File: src/rtl/casl_key_loader_if.sv
// Byte-stream, control and key-bus signals of the CAS-Lock key loader.
// master = software/driver side, slave = the loader itself.
interface casl_key_loader_if #(
  parameter int unsigned KEY_W = 64
);
  logic             s_valid;
  logic [7:0]       s_data;
  logic             s_last;
  logic             s_ready;
  logic             commit;
  logic             clear;
  logic [KEY_W-1:0] key_out;
  logic             key_valid;
  logic             busy;
  logic             pend;
  logic             err;
  logic [1:0]       err_code;

  modport master (
    output s_valid, s_data, s_last, commit, clear,
    input  s_ready, key_out, key_valid, busy, pend, err, err_code
  );

  modport slave (
    input  s_valid, s_data, s_last, commit, clear,
    output s_ready, key_out, key_valid, busy, pend, err, err_code
  );
endinterface

File: src/rtl/casl_key_loader.sv
// Loads a KEY_W-bit unlock key as bytes plus an XOR checksum byte, holds it staged until
// commit, then drives it to the locked core. key_out is zero until committed and after errors.
module casl_key_loader #(
  parameter int unsigned KEY_W             = 64,
  parameter bit          LOCK_AFTER_COMMIT = 1'b0
) (
  input logic               clk,
  input logic               rst,
  casl_key_loader_if.slave  bus
);
  localparam int unsigned BEATS = KEY_W / 8;
  localparam int unsigned CNT_W = $clog2(BEATS + 1);

  localparam logic [2:0] ST_IDLE  = 3'd0;
  localparam logic [2:0] ST_LOAD  = 3'd1;
  localparam logic [2:0] ST_PEND  = 3'd2;
  localparam logic [2:0] ST_ARMED = 3'd3;
  localparam logic [2:0] ST_ERROR = 3'd4;

  logic [2:0]       r_state, w_state_nxt;
  logic [CNT_W-1:0] r_cnt, w_cnt_nxt;
  logic [KEY_W-1:0] r_staged, w_staged_nxt;
  logic [KEY_W-1:0] r_key, w_key_nxt;
  logic [7:0]       r_xor, w_xor_nxt;
  logic             r_key_valid, w_key_valid_nxt;
  logic [1:0]       r_err_code, w_err_code_nxt;
  logic             r_run;
  logic             w_ready, w_xfer, w_fault;
  logic [1:0]       w_fault_code;

  // r_run keeps s_ready low until the first clock edge after reset is released.
  always_comb begin
    case (r_state)
      ST_IDLE:  w_ready = r_run;
      ST_LOAD:  w_ready = 1'b1;
      ST_ARMED: w_ready = !LOCK_AFTER_COMMIT;
      default:  w_ready = 1'b0;
    endcase
  end

  assign w_xfer = bus.s_valid && w_ready;

  always_comb begin
    w_state_nxt     = r_state;
    w_cnt_nxt       = r_cnt;
    w_staged_nxt    = r_staged;
    w_key_nxt       = r_key;
    w_xor_nxt       = r_xor;
    w_key_valid_nxt = r_key_valid;
    w_err_code_nxt  = r_err_code;
    w_fault         = 1'b0;
    w_fault_code    = 2'b00;

    if (bus.clear) begin
      w_state_nxt     = ST_IDLE;
      w_cnt_nxt       = '0;
      w_staged_nxt    = '0;
      w_key_nxt       = '0;
      w_xor_nxt       = '0;
      w_key_valid_nxt = 1'b0;
      w_err_code_nxt  = 2'b00;
    end else begin
      case (r_state)
        ST_IDLE, ST_ARMED: begin
          if (w_xfer) begin
            if (bus.s_last) begin
              w_fault      = 1'b1;
              w_fault_code = 2'b10;
            end else begin
              w_staged_nxt[7:0] = bus.s_data;
              w_xor_nxt         = bus.s_data;
              w_cnt_nxt         = CNT_W'(1);
              w_state_nxt       = ST_LOAD;
            end
          end
        end
        ST_LOAD: begin
          if (w_xfer) begin
            if (r_cnt < CNT_W'(BEATS)) begin
              if (bus.s_last) begin
                w_fault      = 1'b1;
                w_fault_code = 2'b10;
              end else begin
                for (int unsigned b = 0; b < BEATS; b++) begin
                  if (r_cnt == CNT_W'(b)) w_staged_nxt[8*b +: 8] = bus.s_data;
                end
                w_xor_nxt = r_xor ^ bus.s_data;
                w_cnt_nxt = r_cnt + CNT_W'(1);
              end
            end else if (!bus.s_last) begin
              w_fault      = 1'b1;
              w_fault_code = 2'b11;
            end else if (bus.s_data != r_xor) begin
              w_fault      = 1'b1;
              w_fault_code = 2'b01;
            end else begin
              w_state_nxt = ST_PEND;
              w_cnt_nxt   = '0;
            end
          end
        end
        ST_PEND: begin
          if (bus.commit) begin
            w_key_nxt       = r_staged;
            w_key_valid_nxt = 1'b1;
            w_staged_nxt    = '0;
            w_state_nxt     = ST_ARMED;
          end
        end
        default: ;
      endcase

      // Any fault also withdraws a previously armed key from the core.
      if (w_fault) begin
        w_state_nxt     = ST_ERROR;
        w_cnt_nxt       = '0;
        w_staged_nxt    = '0;
        w_key_nxt       = '0;
        w_xor_nxt       = '0;
        w_key_valid_nxt = 1'b0;
        w_err_code_nxt  = w_fault_code;
      end
    end
  end

  always_ff @(posedge clk or posedge rst) begin
    if (rst) begin
      r_state     <= ST_IDLE;
      r_cnt       <= '0;
      r_staged    <= '0;
      r_key       <= '0;
      r_xor       <= '0;
      r_key_valid <= 1'b0;
      r_err_code  <= 2'b00;
      r_run       <= 1'b0;
    end else begin
      r_state     <= w_state_nxt;
      r_cnt       <= w_cnt_nxt;
      r_staged    <= w_staged_nxt;
      r_key       <= w_key_nxt;
      r_xor       <= w_xor_nxt;
      r_key_valid <= w_key_valid_nxt;
      r_err_code  <= w_err_code_nxt;
      r_run       <= 1'b1;
    end
  end

  assign bus.s_ready   = w_ready;
  assign bus.key_out   = r_key;
  assign bus.key_valid = r_key_valid;
  assign bus.busy      = (r_state == ST_LOAD);
  assign bus.pend      = (r_state == ST_PEND);
  assign bus.err       = (r_state == ST_ERROR);
  assign bus.err_code  = r_err_code;
endmodule
File: src/flat_wrapper.sv
// flat-port wrapper written by rule: the top's interface ports become plain ports
module casl_key_loader_flat 
#(
  parameter int unsigned KEY_W             = 64,
  parameter bit          LOCK_AFTER_COMMIT = 1'b0
)
  (clk, rst, bus_s_valid, bus_s_data, bus_s_last, bus_commit, bus_clear, bus_s_ready, bus_key_out, bus_key_valid, bus_busy, bus_pend, bus_err, bus_err_code);
  casl_key_loader_if #(.KEY_W(KEY_W)) bus_i ();
  input logic clk;
  input logic rst;
  input wire logic [$bits(bus_i.s_valid)-1:0] bus_s_valid;
  input wire logic [$bits(bus_i.s_data)-1:0] bus_s_data;
  input wire logic [$bits(bus_i.s_last)-1:0] bus_s_last;
  input wire logic [$bits(bus_i.commit)-1:0] bus_commit;
  input wire logic [$bits(bus_i.clear)-1:0] bus_clear;
  output wire logic [$bits(bus_i.s_ready)-1:0] bus_s_ready;
  output wire logic [$bits(bus_i.key_out)-1:0] bus_key_out;
  output wire logic [$bits(bus_i.key_valid)-1:0] bus_key_valid;
  output wire logic [$bits(bus_i.busy)-1:0] bus_busy;
  output wire logic [$bits(bus_i.pend)-1:0] bus_pend;
  output wire logic [$bits(bus_i.err)-1:0] bus_err;
  output wire logic [$bits(bus_i.err_code)-1:0] bus_err_code;
  assign bus_i.s_valid = bus_s_valid;
  assign bus_i.s_data = bus_s_data;
  assign bus_i.s_last = bus_s_last;
  assign bus_i.commit = bus_commit;
  assign bus_i.clear = bus_clear;
  assign bus_s_ready = bus_i.s_ready;
  assign bus_key_out = bus_i.key_out;
  assign bus_key_valid = bus_i.key_valid;
  assign bus_busy = bus_i.busy;
  assign bus_pend = bus_i.pend;
  assign bus_err = bus_i.err;
  assign bus_err_code = bus_i.err_code;
  casl_key_loader #(.KEY_W(KEY_W), .LOCK_AFTER_COMMIT(LOCK_AFTER_COMMIT)) u_core (.clk(clk), .rst(rst), .bus(bus_i));
endmodule
File: config.mk
export PLATFORM = sky130hd
export DESIGN_NAME = casl_key_loader_flat
export DESIGN_NICKNAME = d
export VERILOG_FILES = /design/src/rtl/casl_key_loader_if.sv /design/src/rtl/casl_key_loader.sv /design/src/flat_wrapper.sv
export SDC_FILE = /design/constraint.sdc
export NUM_CORES = 1
export LEC_CHECK = 0
export ABC_AREA = 1
export BUFFER_PORTS_ARGS = -buffer_cell sky130_fd_sc_hd__buf_2
export CORE_MARGIN = 8
export CORE_UTILIZATION = 53
export CTS_BUF_LIST = sky130_fd_sc_hd__clkbuf_2
export DETAILED_ROUTE_END_ITERATION = 8
export GPL_TIMING_DRIVEN = 0
export PLACE_DENSITY = 0.77
export REMOVE_ABC_BUFFERS = 1
export SYNTH_ARGS = -nofsm -noshare
export SYNTH_HDL_FRONTEND = slang
export SYNTH_SLANG_ARGS = --single-unit
File: constraint.sdc
create_clock -name clk -period 5.1 [get_ports clk]
set_input_delay 1.53 -clock clk [delete_from_list [all_inputs] [get_ports clk]]
set_output_delay 1.53 -clock clk [all_outputs]
set_load 0.02 [all_outputs]
Word-level counts from Yosys, hierarchy flattened
Cells that the tools add are included.

Register bits after elaboration: 147. Input port bits: 14. Output and inout port bits: 71. Word-level logic and storage cells: 143.

Add/subtract/negate cells: 1. Magnitude comparators: 1. Equality and inequality tests: 32. Mux-type cells: 70. Bitwise gates (word level): 1. Reductions and logical operators: 23.

Operators by type and width (count): $mux 64 (10); $mux 8 (15); $pmux 56 s2 (1); $reduce_and 6->1 (8); $ne 4x2->1 const B (11); $mux 4 (9); $mux 3 (9); $pmux 8 s3 (1); $eq 4x3->1 const B (4); $ne 4x3->1 const B (4); $pmux 8 s2 (1); $reduce_and 8->1 (2); $mux 2 (7); $mux 1 (12); $pmux 3 s3 (1); $eq 4x2->1 const B (2); $ne 4x4->1 const B (2); $ne 8x8->1 (1); $pmux 4 s2 (1); $reduce_bool 4->1 (2); $xor 8x8->8 (1); $reduce_and 7->1 (1); $eq 3x2->1 const B (2); $reduce_bool 3->1 (2); 17 further kinds (19).

Depth between registers and ports, before layout
Gate-level depths: netlist (run 1).

Word-level depth: 9. Mapped depth: 15. Gate-level depth less buffers: 15.

Worst setup path before layout (run 1)
Ideal clock, no wire load.

Path type: input to register. Start: input bus_s_data[4]. End: register u_core.r_staged[16]. Arrival time: 2.870 ns. Path slack: 2.153 ns. Stages: 14. Path buffers: 1. Path through: inv_1 > nand2_1 > nand2_1 > nand2_1 > nor2_1 > nand3_1 > nand2_2 > nand2_4 > nor2_4 > nand2_8 > nand3_4 > buf_2 > nand2_1 > o21ai_1.

Word-level cells in the longest chain between the ends: 9. Elaborated cells between the ends (all ways): 16. Classes of those cells: eq/ne (6); mux (8); reduce/logical (2).

Ends and longest elaborated chain: from (decl) (RTL line flat_wrapper.sv:12) `input wire logic [$bits(bus_i.s_data)-1:0] bus_s_data;`; $ne 8x8->1 * (RTL line casl_key_loader.sv:93) `end else if (bus.s_data != r_xor) begin`; $mux 1 * (RTL line casl_key_loader.sv:93); $mux 1 * (RTL line casl_key_loader.sv:90) `end else if (!bus.s_last) begin`; $mux 1 * (RTL line casl_key_loader.sv:79) `if (r_cnt < CNT_W'(BEATS)) begin`; $mux 1 * (RTL line casl_key_loader.sv:78) `if (w_xfer) begin`; $pmux 1 s2 * (RTL line casl_key_loader.sv:63) `case (r_state)`; $mux 1 * (RTL line casl_key_loader.sv:54) `if (bus.clear) begin`; $ne 4x2->1 (no source line) (tied with other cells); $reduce_and 6->1 (no source line) or $mux 64 (tied branches); to (signal assigned) (RTL line casl_key_loader.sv:139) `r_staged <= w_staged_nxt;`; to (decl) (RTL line casl_key_loader.sv:22) `logic [KEY_W-1:0] r_staged, w_staged_nxt;`.

Every way passes the cells marked *; elsewhere a longest branch is shown, timed or not. The select of a mux whose other input is x is not followed. A chain may end at the register's enable or synchronous reset.

Worst setup path after layout (run 1)
Start: input bus_s_data[3]. End: register u_core.r_key[15], in the netlist u_core.bus.key_out[15].

Word-level cells in the longest chain between the ends: 9. Elaborated cells between the ends (all ways): 12. Classes of those cells: eq/ne (1); mux (8); reduce/logical (3).

Ends and longest elaborated chain: $ne 8x8->1 * (RTL line casl_key_loader.sv:93); $mux 1 * (RTL line casl_key_loader.sv:93); $mux 1 * (RTL line casl_key_loader.sv:90); $mux 1 * (RTL line casl_key_loader.sv:79); $mux 1 * (RTL line casl_key_loader.sv:78); $pmux 1 s2 * (RTL line casl_key_loader.sv:63); $mux 1 * (RTL line casl_key_loader.sv:54); $reduce_bool 3->1 (no source line) or $mux 64 (tied branches); $reduce_and 2->1 (no source line) or $mux 64 (tied branches); to (signal assigned) (RTL line casl_key_loader.sv:140) `r_key <= w_key_nxt;`; to (decl) (RTL line casl_key_loader.sv:23) `logic [KEY_W-1:0] r_key, w_key_nxt;`.

Marks and branches as above.

==> results of run 1 <==
-- worst max-delay path: stages --
cell     delay [ns]
buf_2          0.12
inv_1          0.05
nand2_1        0.05
nand2_1        0.07
nand2_1        0.05
nor2_1         0.10
nand3_1        0.15
nand2_2        0.18
nand2_4        0.09
nor2_4         0.60
nand2_2        0.89
nand3_1        0.34
nand2_1        0.08
-- path summary, 6_finish.rpt --
check	startpoint	end	slack [ns]	depth (start not counted)
worst max register to register	u_core.r_state[0]$_DFFE_PP0P_	u_core.bus.key_out[15]$_DFFE_PP0P_	1.83	12
worst min-delay path	u_core.r_staged[3]$_DFFE_PP0P_	u_core.r_staged[3]$_DFFE_PP0P_	0.51	2
min in group asynchronous	rst	u_core.r_cnt[3]$_DFFE_PP0P_	0.91	2
max in group asynchronous	rst	u_core.bus.key_out[23]$_DFFE_PP0P_	3.38	3
worst max-delay path	bus_s_data[3]	u_core.bus.key_out[15]$_DFFE_PP0P_	1.35	13
worst min register to register	u_core.r_staged[3]$_DFFE_PP0P_	u_core.r_staged[3]$_DFFE_PP0P_	0.51	2
-- layout by cell type (no fill, tap or decap) --
master,netlist,layout
inv_2,2,2
nand4_1,7,7
buf_12,0,2
nand2_2,3,4
clkinv_1,0,6
clkbuf_2,0,18
nor3_1,2,2
nor2_4,4,4
clkinv_2,0,2
nand3_1,135,135
a21oi_1,11,11
a21oi_4,1,1
xor2_1,2,2
o21ai_0,41,41
dfrtp_1,147,147
nand2_4,1,1
buf_16,0,3
nand2_1,240,239
inv_1,43,42
inv_6,0,1
ha_1,4,4
nand3_4,8,8
nor2_1,32,32
buf_2,19,84
nand2_8,1,1
conb_1,1,1
a32o_1,1,1
nor2_2,2,2
clkinvlp_4,0,2
bufinv_16,0,4
a31o_2,1,1
o21ai_1,22,22
-- per-stage QoR --
stage / hold WS, ns / power, mW
6_report: 0.510 / 3.77
2_1_floorplan: 0.443 / 2.66
3_3_place_gp: 0.457 / 3.01
5_1_grt: 0.525 / 4.03
4_1_cts: 0.504 / 3.79
3_5_place_dp: 0.465 / 3.09
-- flip-flops by register name, indices dropped and copies added, names as in the netlist --
signal                flops
u_core.bus.key_out       64
u_core.r_staged          64
u_core.r_xor              8
u_core.r_cnt              4
u_core.r_state            3
u_core.bus.err_code       2
u_core.bus.key_valid      1
u_core.r_run              1
-- cell families after synthesis --
| group | synth area share [%] |
|---|---|
| buf+inv | 5.66 |
| flops | 56.4 |
| fa+ha+maj | 0.767 |
| compound gates | 6.22 |
| other cells | 0.0575 |
| simple gates | 30.6 |
| xor+xnor | 0.269 |
-- cells in the mapped netlist, drive strengths merged --
cell type	number	area share, %
o21ai	63	4.8
conb	1	0.057
nor2	38	2.7
inv	45	2.6
nand2	245	15
a32o	1	0.15
buf	24	2.3
nand4	7	0.67
a21oi	12	1.1
a31o	1	0.13
nor3	2	0.15
dfrtp	147	56
ha	4	0.77
xor2	2	0.27
nand3	143	13
clkbuf	13	0.75
-- power groups by stage --
stage | clock network [mW] | registers [mW] | logic [mW]
floorplan | 0 | 1.92 | 0.732
global placement | 0 | 1.79 | 1.22
detailed placement | 0 | 1.82 | 1.27
CTS | 0.724 | 1.79 | 1.28
global route | 0.767 | 1.84 | 1.43
finish | 0.716 | 1.79 | 1.26
-- metal layers --
metal	GRT usage, %	share of wire, %	routed length, um
met3	5.78	6.7	989
met2	30.3	46	6860
met1	24.5	46	6740
met4	6.30	1.5	216
met5	0	0	0
-- layout make-up --
cell class                 count  area share [%]
clock buffer                  18            1.23
clock inverter                14            2.29
inverter                      45            2.38
multi-input combinational    519            33.9
sequential                   147            50.3
tap                          147            2.51
timing repair buffer          89            7.42
==> reports/qor.yml, run 1 <==
place_hpwl_mm: 9.85
p_per_area_mw_per_mm2: 516
numPortBuffers: 84
setup_viol: 0
dp_cells: 947
hold_viol_final: 0
gp_congestion: 0.849
cp-start-kind: "input port"
worst_slew_pin_slew_ns: 1.17
cts_resized: 0
multi_input_area_mm2: 0.00248
critPathCaptureType: "flip-flop"
grt_pass1_wl_mm: 25.1
worstPathMaxFanout: 64
min_period_ns: 3.75
final_core_util_pct: 60.9
critical_path_class: "input port to flip-flop"
finalCritPeriodShare_pct: 73.4
overflow: 0
regArea_mm2: 0.00368
fp-row-count: 40
n_fill_cell: 1044
die_x_um: 127
setup_tns_ns: 0
seqPwrFrac_pct: 47.5
pin_count: 85
drv_cap: 0
postCtsSetupRepairBufs: 0
syn_area_mm2: 0.00652
numCtsBuffers: 17
insertion_delay_ns: 0.71
relSlewSlack_pct: 22.0
initialDrtViolationCount: 500
routed_via_density: 5.45
power_switching_mw: 1.51
root_buffer: "clkbuf_2"
synth.distinct_cells: 26
dr.pass1.iters: 5
cts_buffer_depth: 2
postSynthCellCount: 748
internal_power_mw: 2.26
ys_seq_elements: 147
wl_per_cell_um: 15.1
route.detailed.drc: 0
grt_pass1_vias: 5275
num_antenna_cells: 0
required_ns: 5.70
cts.clk_slew.worst_paths_ns: 0.19
detail-route-antenna-nets: 0
instances_no_fill: 979
dieArea_mm2: 0.0161
ir_worst_vdd_v: 0.000201
max_freq_mhz: 267
ys_warn_count: 0
syn_to_final_growth_pct: 12.1
worst_slack_ns: 1.35
core_area_mm2: 0.0120
status: "completed"
final_area_mm2: 0.00731
clock_sinks: 147
fp.dieH_um: 127
finalNetCount: 837
rsz0062_at_grt: "no"
htreeDepth: 4
synth-seq-area-share_pct: 56.4
hold_class: "flip-flop to flip-flop"
arrival_ns: 4.35
finalMaxSlewViolations: 0
cellLeakagePower_nw: 4.04
finalWirelength_mm: 14.8
route.vias.total: 5331
cts_tree: "done"
drive_above_1_share_pct: 16.8
comb_power_share_pct: 33.5
p_clk_share_pct: 19.0
dpl-instance-area_mm2: 0.00706
synth.avg_cell_area_um2: 8.72
grt_max_degree: 77
p_sw_share_pct: 40.1
fin_worst_skew_ns: 0.0245
antenna_found_initial: 0
start_util_pct: 54.3
cts_hold_buf: 0
place_ws_ns: 0.623
gr-usage-all-layers_pct: 19.1
Note: power is estimated with default switching activity, not from simulation.
==> run 2: changes to the inputs <==
Clock period 5.1 ns to 3.2 ns, I/O delays scaled along.
==> run 2 against run 1 <==
Routed wire length up 0.29%; largest cell class unchanged; final cell count unchanged; design area about the same; register-to-register slack worse by 1.6 ns; clock power up 59%; clock skew up 0.00095 ns; count of clock-buffer cells in the layout unchanged.
==> reports/qor.yml, run 2 (synthesized netlist as in run 1, its figures left out) <==
status: "completed"  # unchanged
required_ns: 3.83  # was 5.70 ns
hold_viol_final: 0  # unchanged
timing.rr.end: "u_core.r_staged[19]$_DFFE_PP0P_"  # was u_core.bus.key_out[15]$_DFFE_PP0P_
num_antenna_cells: 0  # unchanged
finalMaxSlewViolations: 0  # unchanged
numPortBuffers: 84  # unchanged
gp_congestion: 0.849  # unchanged
finalNetCount: 837  # unchanged
route.vias.total: 5341  # was 5,331
rsz0062_at_grt: "no"  # unchanged
cts_hold_buf: 0  # unchanged
grt_max_degree: 77  # unchanged
route.detailed.drc: 0  # unchanged
critical_path_class: "flip-flop to flip-flop"  # was input port to flip-flop
max_freq_mhz: 342
power_switching_mw: 2.41  # was 1.51 mW
clock_sinks: 147  # unchanged
cellLeakagePower_nw: 4.04  # about the same
most-common-layout-cells: "nand2_1, dfrtp_1, nand3_1"  # unchanged
syn_to_final_growth_pct: 12.2  # was 12.1%
arrival_ns: 3.55  # was 4.35 ns
wl_per_cell_um: 15.2  # was 15.1 um
ff2ff_path_depth: 15  # was 12
fp.dieH_um: 127  # unchanged
gr-usage-all-layers_pct: 19.1  # unchanged
dieArea_mm2: 0.0161  # unchanged
n_fill_cell: 1043  # was 1,044
min_period_ns: 2.92
cts_buffer_depth: 2  # unchanged
ir_worst_vdd_v: 0.000321  # was 0.000201 V
fp-row-count: 40  # unchanged
final_common_cell: "nand2_1"  # unchanged
seqPwrFrac_pct: 47.5  # about the same
setup_viol: 0  # unchanged
internal_power_mw: 3.60  # was 2.26 mW
hold_class: "input port to async pin"  # was flip-flop to flip-flop
start_util_pct: 54.3  # unchanged
comb_power_share_pct: 33.5  # about the same
htreeDepth: 4  # unchanged
initialDrtViolationCount: 503  # was 500
reg2reg_slack_ns: 0.28  # was 1.83 ns
drive_above_1_share_pct: 16.8  # unchanged
power_mw: 6.01  # was 3.77 mW
finalCritPeriodShare_pct: 91.4
setup_tns_ns: 0  # unchanged
overflow: 0  # unchanged
worstPathMaxFanout: 44  # was 64
r2r-start: "u_core.r_state[0]$_DFFE_PP0P_"  # unchanged
relSlewSlack_pct: 46.3  # was 22.0%
p_sw_share_pct: 40.1  # about the same
p_clk_share_pct: 19.0  # about the same
finalWirelength_mm: 14.8  # about the same
worst_slew_pin_slew_ns: 0.803  # was 1.17 ns
pin_count: 85  # unchanged
fin_worst_skew_ns: 0.0255  # was 0.0245 ns
detail-route-antenna-nets: 0  # unchanged
p_per_area_mw_per_mm2: 822  # was 516 mW/mm^2
grt_pass1_vias: 5275  # unchanged
cp-start-kind: "flip-flop"  # was input port
antenna_found_initial: 0  # unchanged
cts.clk_slew.worst_paths_ns: 0.20  # was 0.19 ns
dr.pass1.iters: 5  # unchanged
drv_cap: 0  # unchanged
insertion_delay_ns: 0.71  # about the same
place_hpwl_mm: 9.85  # unchanged
cts_tree: "done"  # unchanged
core_area_mm2: 0.0120  # unchanged
routed_via_density: 5.46  # was 5.45
critPathCaptureType: "flip-flop"  # unchanged
numCtsBuffers: 17  # unchanged
grt_pass1_wl_mm: 25.1  # unchanged
root_buffer: "clkbuf_2"  # unchanged
die_x_um: 127  # unchanged
run 2: cell counts in the layout (fill, tap and decap cells not counted):
Identical to the previous run, type by type.
run 2: power groups by stage:
stage	registers [mW]	clock network [mW]	logic, mW
floorplan	3.07	0	1.17
global placement	2.85	0	1.94
detailed placement	2.89	0	2.03
CTS	2.85	1.15	2.04
global route	2.93	1.22	2.28
finish	2.86	1.14	2.02
run 2: metrics by stage:
stage	hold WS, ns	cell area (um^2)	setup slack, ns	cells	utilization [%]
after global placement	0.457	6930	-3.12	942	57.7
final	0.346	7320	0.277	979	60.9
after CTS	0.309	7320	0.272	979	60.9
after global routing	0.326	7320	0.00166	979	60.9
after detailed placement	0.465	7060	-0.707	947	58.8
after floorplan	0.443	6320	-1.71	711	-
run 2: final cells by class:
| type | instances | area, um^2 | area share (%) |
|---|---|---|---|
| multi-input cells | 519 | 2480 | 33.9 |
| well taps | 147 | 184 | 2.51 |
| repair buffers | 89 | 543 | 7.42 |
| clock inverters | 14 | 168 | 2.29 |
| inverters | 45 | 174 | 2.38 |
| flip-flops and latches | 147 | 3680 | 50.3 |
| clock buffers | 18 | 90.1 | 1.23 |
run 2: routing by layer:
| layer | vias to the layer above | GRT usage, % | share of wire, % |
|---|---|---|---|
| met5 | - | 0 | 0 |
| met4 | 0 | 6.30 | 1.5 |
| met3 | 20 | 5.78 | 6.4 |
| met2 | 148 | 30.3 | 46 |
| met1 | 2590 | 24.5 | 46 |
| li1 | 2583 | - | - |
run 2: critical path, stage by stage, from the launching register on:
cell	delay (ns)
dfrtp_1	0.46
inv_1	0.07
nand2_1	0.07
nand2_1	0.11
nor2_2	0.06
nand2_2	0.13
nor2_1	0.08
nand2_2	0.15
nand2_4	0.09
nor2_4	0.62
buf_16	0.26
buf_12	0.23
nand2_8	0.13
nand3_4	0.22
nand2_1	0.08
o21ai_1	0.08
run 2: timing repair:
action	in CTS	in global routing
endpoints found under the setup margin	14	0
setup buffers	0	0
resized for setup	1	0
run 2: worst max path at each step:
| stage | depth (start not counted) | to | from | slack (ns) |
|---|---|---|---|---|
| floorplan | 1 | u_core.bus.err_code[0]$_DFFE_PP0P_ | rst | -1.71 |
| global placement | 2 | u_core.bus.key_out[20]$_DFFE_PP0P_ | rst | -3.12 |
| detailed placement | 13 | u_core.bus.key_out[6]$_DFFE_PP0P_ | bus_s_data[3] | -0.71 |
| CTS | 4 | bus_pend | u_core.r_state[0]$_DFFE_PP0P_ | 0.27 |
| global route | 15 | u_core.r_staged[23]$_DFFE_PP0P_ | u_core.r_state[0]$_DFFE_PP0P_ | 0.002 |
| finish | 15 | u_core.r_staged[19]$_DFFE_PP0P_ | u_core.r_state[0]$_DFFE_PP0P_ | 0.28 |
